<file path="config.mk">
export PLATFORM = sky130hd
export DESIGN_NAME = fsk_mary_modulator
export DESIGN_NICKNAME = d
export VERILOG_FILES = /design/src/rtl/fsk_pkg.sv /design/src/rtl/fsk_sine_rom.sv /design/src/rtl/fsk_mary_modulator.sv
export SDC_FILE = /design/constraint.sdc
export NUM_CORES = 1
export LEC_CHECK = 0
export BUFFER_PORTS_ARGS = -buffer_cell sky130_fd_sc_hd__buf_2
export CORE_UTILIZATION = 35
export DETAILED_ROUTE_END_ITERATION = 10
export SYNTH_ARGS = -nofsm -noshare
export SYNTH_HDL_FRONTEND = slang
export SYNTH_HIERARCHICAL = 1
export SYNTH_SLANG_ARGS = --single-unit
</file>
<file path="constraint.sdc">
create_clock -name clk -period 4.3 [get_ports clk]
set_input_delay 0.645 -clock clk [delete_from_list [all_inputs] [get_ports clk]]
set_output_delay 0.645 -clock clk [all_outputs]
set_load 0.02 [all_outputs]
</file>
<file path="src/rtl/fsk_pkg.sv">
// fsk_pkg: shared state codes and elaboration helpers for the M-ary FSK modulator.
package fsk_pkg;

    localparam logic [0:0] IDLE  = 1'b0;
    localparam logic [0:0] SHIFT = 1'b1;

    function automatic int sym_div(input int clk_hz, input int sym_rate_hz);
        return clk_hz / sym_rate_hz;
    endfunction

    function automatic int nsym(input int bits_per_sym);
        return 8 / bits_per_sym;
    endfunction

    function automatic int midscale(input int dac_w);
        return 2 ** (dac_w - 1);
    endfunction

endpackage

</file>
<file path="src/rtl/fsk_sine_rom.sv">
// fsk_sine_rom: registered full-wave offset-binary sine table, built at elaboration.
module fsk_sine_rom
    import fsk_pkg::*;
#(
    parameter int LUT_AW = 8,
    parameter int DAC_W  = 12
) (
    input  logic              clk,
    input  logic              reset,
    input  logic [LUT_AW-1:0] addr,
    output logic [DAC_W-1:0]  data
);

    localparam logic [DAC_W-1:0] MID = DAC_W'(midscale(DAC_W));

    // Bhaskara rational sine on each half-wave keeps the table pure integer math.
    function automatic logic [DAC_W-1:0] sine_at(input longint a);
        longint h, n, p, den, amp, mag;
        h   = longint'(1 << (LUT_AW - 1));
        n   = a % h;
        p   = n * (h - n);
        den = 5 * h * h - 4 * p;
        amp = longint'((1 << (DAC_W - 1)) - 1);
        mag = (amp * 16 * p + den / 2) / den;
        return (a < h) ? MID + DAC_W'(mag) : MID - DAC_W'(mag);
    endfunction

    logic [DAC_W-1:0] rom [2**LUT_AW];
    logic [DAC_W-1:0] data_q, data_d;

    for (genvar i = 0; i < 2**LUT_AW; i++) begin : g_rom
        localparam logic [DAC_W-1:0] V = sine_at(longint'(i));
        assign rom[i] = V;
    end

    always_comb data_d = rom[addr];

    always_ff @(posedge clk or negedge reset) begin
        if (!reset) data_q <= MID;
        else data_q <= data_d;
    end

    assign data = data_q;

endmodule

</file>
<file path="src/rtl/fsk_mary_modulator.sv">
// fsk_mary_modulator: M-ary continuous-phase FSK modulator with byte FIFO,
// programmable tuning-word table, phase accumulator and sine ROM output.
module fsk_mary_modulator
    import fsk_pkg::*;
#(
    parameter int                 CLK_HZ       = 50_000_000,
    parameter int                 SYM_RATE_HZ  = 1_000,
    parameter int                 SAMPLE_DIV   = 64,
    parameter int                 BITS_PER_SYM = 1,
    parameter int                 PHASE_W      = 24,
    parameter int                 LUT_AW       = 8,
    parameter int                 DAC_W        = 12,
    parameter int                 FIFO_DEPTH   = 4,
    parameter logic [PHASE_W-1:0] BASE_FTW     = PHASE_W'(33554),
    parameter logic [PHASE_W-1:0] STEP_FTW     = PHASE_W'(33554)
) (
    input  logic                    clk,
    input  logic                    reset,
    input  logic [7:0]              in_data,
    input  logic                    in_valid,
    output logic                    in_ready,
    input  logic                    tone_wr,
    input  logic [BITS_PER_SYM-1:0] tone_addr,
    input  logic [PHASE_W-1:0]      tone_word,
    output logic [DAC_W-1:0]        dac_data,
    output logic                    sample_stb,
    output logic                    sym_tick,
    output logic                    busy
);

    localparam int SD = sym_div(CLK_HZ, SYM_RATE_HZ);
    localparam int NS = nsym(BITS_PER_SYM);
    localparam int M  = 2 ** BITS_PER_SYM;
    localparam int TW = $clog2(SD);
    localparam int SW = $clog2(SAMPLE_DIV);
    localparam int FA = $clog2(FIFO_DEPTH);
    localparam logic [DAC_W-1:0] MID = DAC_W'(midscale(DAC_W));

    logic [TW-1:0]           sym_cnt_q, sym_cnt_d;
    logic [SW-1:0]           smp_cnt_q, smp_cnt_d;
    logic [7:0]              fifo_q [FIFO_DEPTH];
    logic [7:0]              fifo_d [FIFO_DEPTH];
    logic [FA:0]             wr_q, wr_d, rd_q, rd_d;
    logic [0:0]              state_q, state_d;
    logic [7:0]              shreg_q, shreg_d;
    logic [2:0]              scnt_q, scnt_d;
    logic [PHASE_W-1:0]      ftw_q [M];
    logic [PHASE_W-1:0]      ftw_d [M];
    logic [PHASE_W-1:0]      phase_q, phase_d;
    logic [DAC_W-1:0]        dac_q, dac_d;
    logic [DAC_W-1:0]        rom_data;
    logic [BITS_PER_SYM-1:0] cur_sym;
    logic                    empty, full, push, pop, last;

    assign sym_tick   = sym_cnt_q == TW'(SD - 1);
    assign sample_stb = smp_cnt_q == SW'(SAMPLE_DIV - 1);
    assign empty      = wr_q == rd_q;
    assign full       = (wr_q[FA] != rd_q[FA]) && (wr_q[FA-1:0] == rd_q[FA-1:0]);
    assign in_ready   = !full;
    assign push       = in_valid && !full;
    assign busy       = !empty || (state_q == SHIFT);
    // Idle transmits mark: the all-ones symbol.
    assign cur_sym    = (state_q == SHIFT) ? shreg_q[BITS_PER_SYM-1:0] : '1;
    assign dac_data   = dac_q;

    always_comb begin
        sym_cnt_d = sym_tick ? '0 : sym_cnt_q + 1'b1;
        smp_cnt_d = sample_stb ? '0 : smp_cnt_q + 1'b1;
        last      = (state_q == IDLE) || (scnt_q == 3'(NS - 1));
        pop       = sym_tick && last && !empty;
        state_d   = !sym_tick ? state_q : ((pop || !last) ? SHIFT : IDLE);
        shreg_d   = pop ? fifo_q[rd_q[FA-1:0]] : ((sym_tick && !last) ? shreg_q >> BITS_PER_SYM : shreg_q);
        scnt_d    = pop ? '0 : ((sym_tick && !last) ? scnt_q + 1'b1 : scnt_q);
        wr_d      = wr_q + (FA + 1)'(push);
        rd_d      = rd_q + (FA + 1)'(pop);
        fifo_d    = fifo_q;
        if (push) fifo_d[wr_q[FA-1:0]] = in_data;
        ftw_d     = ftw_q;
        if (tone_wr) ftw_d[tone_addr] = tone_word;
        // Accumulator is never cleared on symbol changes, so the phase stays continuous.
        phase_d   = phase_q + ftw_q[cur_sym];
        dac_d     = rom_data;
    end

    always_ff @(posedge clk or negedge reset) begin
        if (!reset) begin
            sym_cnt_q <= '0;
            smp_cnt_q <= '0;
            wr_q      <= '0;
            rd_q      <= '0;
            state_q   <= IDLE;
            shreg_q   <= '0;
            scnt_q    <= '0;
            phase_q   <= '0;
            dac_q     <= MID;
            for (int k = 0; k < FIFO_DEPTH; k++) fifo_q[k] <= '0;
            for (int k = 0; k < M; k++) ftw_q[k] <= BASE_FTW + PHASE_W'(k) * STEP_FTW;
        end else begin
            sym_cnt_q <= sym_cnt_d;
            smp_cnt_q <= smp_cnt_d;
            wr_q      <= wr_d;
            rd_q      <= rd_d;
            state_q   <= state_d;
            shreg_q   <= shreg_d;
            scnt_q    <= scnt_d;
            phase_q   <= phase_d;
            dac_q     <= dac_d;
            fifo_q    <= fifo_d;
            ftw_q     <= ftw_d;
        end
    end

    fsk_sine_rom #(
        .LUT_AW(LUT_AW),
        .DAC_W (DAC_W)
    ) u_rom (
        .clk  (clk),
        .reset(reset),
        .addr (phase_q[PHASE_W-1 -: LUT_AW]),
        .data (rom_data)
    );

endmodule

</file>
==> results by group <==
Timing
  • Final cycle utilization of the critical path: 78.6%
  • Slew HR: 24.1%
  • Hold Fails Final Rpt: 0
  • Clk_skew: 0.0104 ns
  • # setup viols final: 0
  • Tmin final: 3.38 ns
  • Max Freq: 0.296 GHz
  • Final Max Slew Viols: 0
  • Setup tns final: 0 ns
  • Worst slew pin tran: 1.14 ns
  • RSZ-0062 raised after global routing: false

Die
  • Core area: 30800 um2
  • Initial core utilization: 35.9%
  • Die Ht: 180 um
  • I/O pin total: 53
  • Die area: 32300 um2
  • Row count: 64
  • Die width: 180 um

Synth
  • Yosys warning total: 6
  • Post-synthesis sequential area ratio: 38.2%
  • Async SR Flop Fraction: 100%
  • Syn Inst Count: 1145
  • Yosys top cell by area: dfrtp_1
  • Mapped Area: 11100 um2
  • EDFF count, synth: 0
  • Post-synth top area share: 35.3%
  • Syn_nets: 1232
  • Avg Inst Size Synth: 9.66 um2
  • Commonest cells in the netlist: 156 x dfrtp_1, 103 x mux2_2, 95 x nand2_1
  • Synthesis-stage register bit count: 168
  • Largest cells by area after synthesis: dfrtp_1 35%, mux2_2 10%, ha_1 5.5%
  • Synth unique cells: 79
  • Top FF cell, synth: dfrtp_1
  • Most frequent cell after synthesis: dfrtp_1

Clock tree
  • Worst skew pair latency: 0.43 ns
  • Clock buffer depth: 2
  • Max H-tree Level: 4
  • CTS Buf Count: 17
  • Clk sinks: 168
  • Clock-pin slew on the worst setup and hold paths: 0.07 ns
  • CTS tree: done
  • CTS Hold Bufs: 0
  • Post-CTS Setup Bufs: 0
  • PostCTS Resize Cnt: 0
  • Clock Tree Root: clkbuf_16

Setup path
  • Internal reg-to-reg setup slack: 0.92 ns
  • Critical path type: reg -> reg
  • Crit. End Element: flip-flop
  • Critical-path top delay cell: fa_1
  • CP required: 4.60 ns
  • Crit path max fanout: 17
  • Delay-heaviest family, CP: compound AO/OA/AOI/OAI gates
  • CP cell instances: nand2b_1 -> buf_4 -> mux2_2 -> fa_1 -> a21oi_1 -> nor2b_1 -> a31oi_1 -> o21ai_1 -> a41oi_1 -> o221ai_1 -> xor2_1
  • Crit path DAT: 3.68 ns
  • Buf/Inv on CP: 1
  • CP peak stage delay: 0.43 ns
  • Startpoint types: flip-flop

Route
  • Vias/cell: 5.92
  • Vias: 9204
  • Starting DRT DRC Count: 1148
  • Routed length per instance: 19.9 um
  • Post-route DRC: 8
  • Antenna Nets Post-Route: 0
  • Total wire length: 31000 um
  • Drt pass-1 iters: 8

Place
  • Final Wtd Congestion: 1.01
  • Post-DP HPWL: 21200 um
  • I/O Buffers: 52
  • Placed cell areas: 11500 um2
  • Placed Cells incl. Taps: 1523

Final layout
  • Post-Route Utilization: 39.2%
  • Nets: 1233
  • Final cell count without fillers: 1556
  • Fill cells: 3037
  • Final instance area: 12100 um2
  • Synth-to-Final Area Change: 9.25%
  • Layout cells sized above 1: 22.1%

Global routing
  • Tot GR Track Use: 19.4%
  • First-pass GRT wire length: 49900 um
  • Initial antenna violation count: 0
  • GRT Residual Overflow: 0
  • Vias in the first global route: 8968
  • Largest net degree at the start of global routing: 103

Pwr
  • Pwr Density: 826 nW/um2
  • Leakage Power: 0.00503 uW
  • Worst vdd ir: 410 uV

Min path
  • Hold Crit Class: in -> async

Run status
  • Failing checks: DRC
  • Status: finished, violations left

Flow run
  • Max cap viols: 0
## registers in the layout, summed over array words and instances, names as in the netlist
name / count
ftw_q: 48
fifo_q: 32
phase_q: 24
sym_cnt_q: 16
dac_data: 12
u_rom/data: 12
shreg_q: 8
smp_cnt_q: 6
rd_q: 3
scnt_q: 3
wr_q: 3
state_q: 1
## logic make-up (layout without fill, tap and decap cells)
kind of cell,Yosys count,count (layout),share of synthesized area [%]
other,0,1,0
adder cells (fa/ha/maj),50,50,5.73
AO/OA/AOI/OAI,327,327,19.3
flip-flops,168,168,38.2
XOR/XNOR,47,47,3.72
multiplexers,118,118,13.0
buffers and inverters,108,122,5.57
AND/OR/NAND/NOR,327,327,14.5
## area by class of cell
cell class                      instances  area (um2)  area share (%)
Antenna cell                            1        2.50          0.0207
Clock buffer                           21         480            3.98
Clock inverter                         11         133            1.10
Inverter                               16        60.1           0.497
Multi-Input combinational cell        869        6220            51.5
Sequential cell                       168        4230            35.0
Tap cell                              396         495            4.10
Timing Repair Buffer                   74         457            3.78
## cell usage in the layout (no fill, tap or decap), types with 26 or more instances in the layout
master	n
nand2_1	95
nand3_1	38
a31oi_1	26
o21ai_0	69
mux2_2	103
ha_1	49
a21oi_1	81
dfrtp_1	152
nand2b_1	26
buf_2	51
nor2_1	79
xor2_1	26
## through the flow
stage | hold slack [ns] | power, uW | worst slack, ns
6_report | 0.306 | 9970 | 0.921
5_1_grt | 0.353 | 10600 | 0.685
4_1_cts | 0.348 | 9830 | 0.911
3_5_place_dp | 0.335 | 8210 | 0.956
3_3_place_gp | 0.333 | 8220 | 1.01
2_1_floorplan | 0.331 | 6780 | 0.955
## where the power goes
part	switching (uW)	total [uW]	leakage (uW)	internal [uW]
registers	456	2550	0.00201	2100
logic	3640	5850	0.00272	2210
clock network	646	1570	0.000303	928
## worst reg2reg max path, cell delays in order, from the launching register on
cell	delay, ns
dfrtp_1	0.40
nand2b_1	0.18
buf_4	0.30
mux2_2	0.40
fa_1	0.43
a21oi_1	0.16
nor2b_1	0.07
a31oi_1	0.34
o21ai_1	0.23
a41oi_1	0.38
o221ai_1	0.19
xor2_1	0.17
## routing by layer
metal	track usage, %	vias to the layer above	wire, um
met5	0	-	0
met4	8.38	0	1080
met3	4.11	83	2520
li1	-	4215	-
met2	29.4	436	13800
met1	26.5	4470	13600
## path summary, 6_finish.rpt
kind | startpoint | to | depth (start not counted)
setup / recovery | state_q | phase_q[20] | 11
hold / removal | reset | ftw_q[42] | 1
setup reg to reg | state_q | phase_q[20] | 11
hold reg to reg | u_rom/data[3] | dac_data[3] | 0
max in group asynchronous | reset | u_rom/data[11] | 2
min in group clk | u_rom/data[3] | dac_data[3] | 0
No activity file was read; power rests on OpenSTA's default activity.
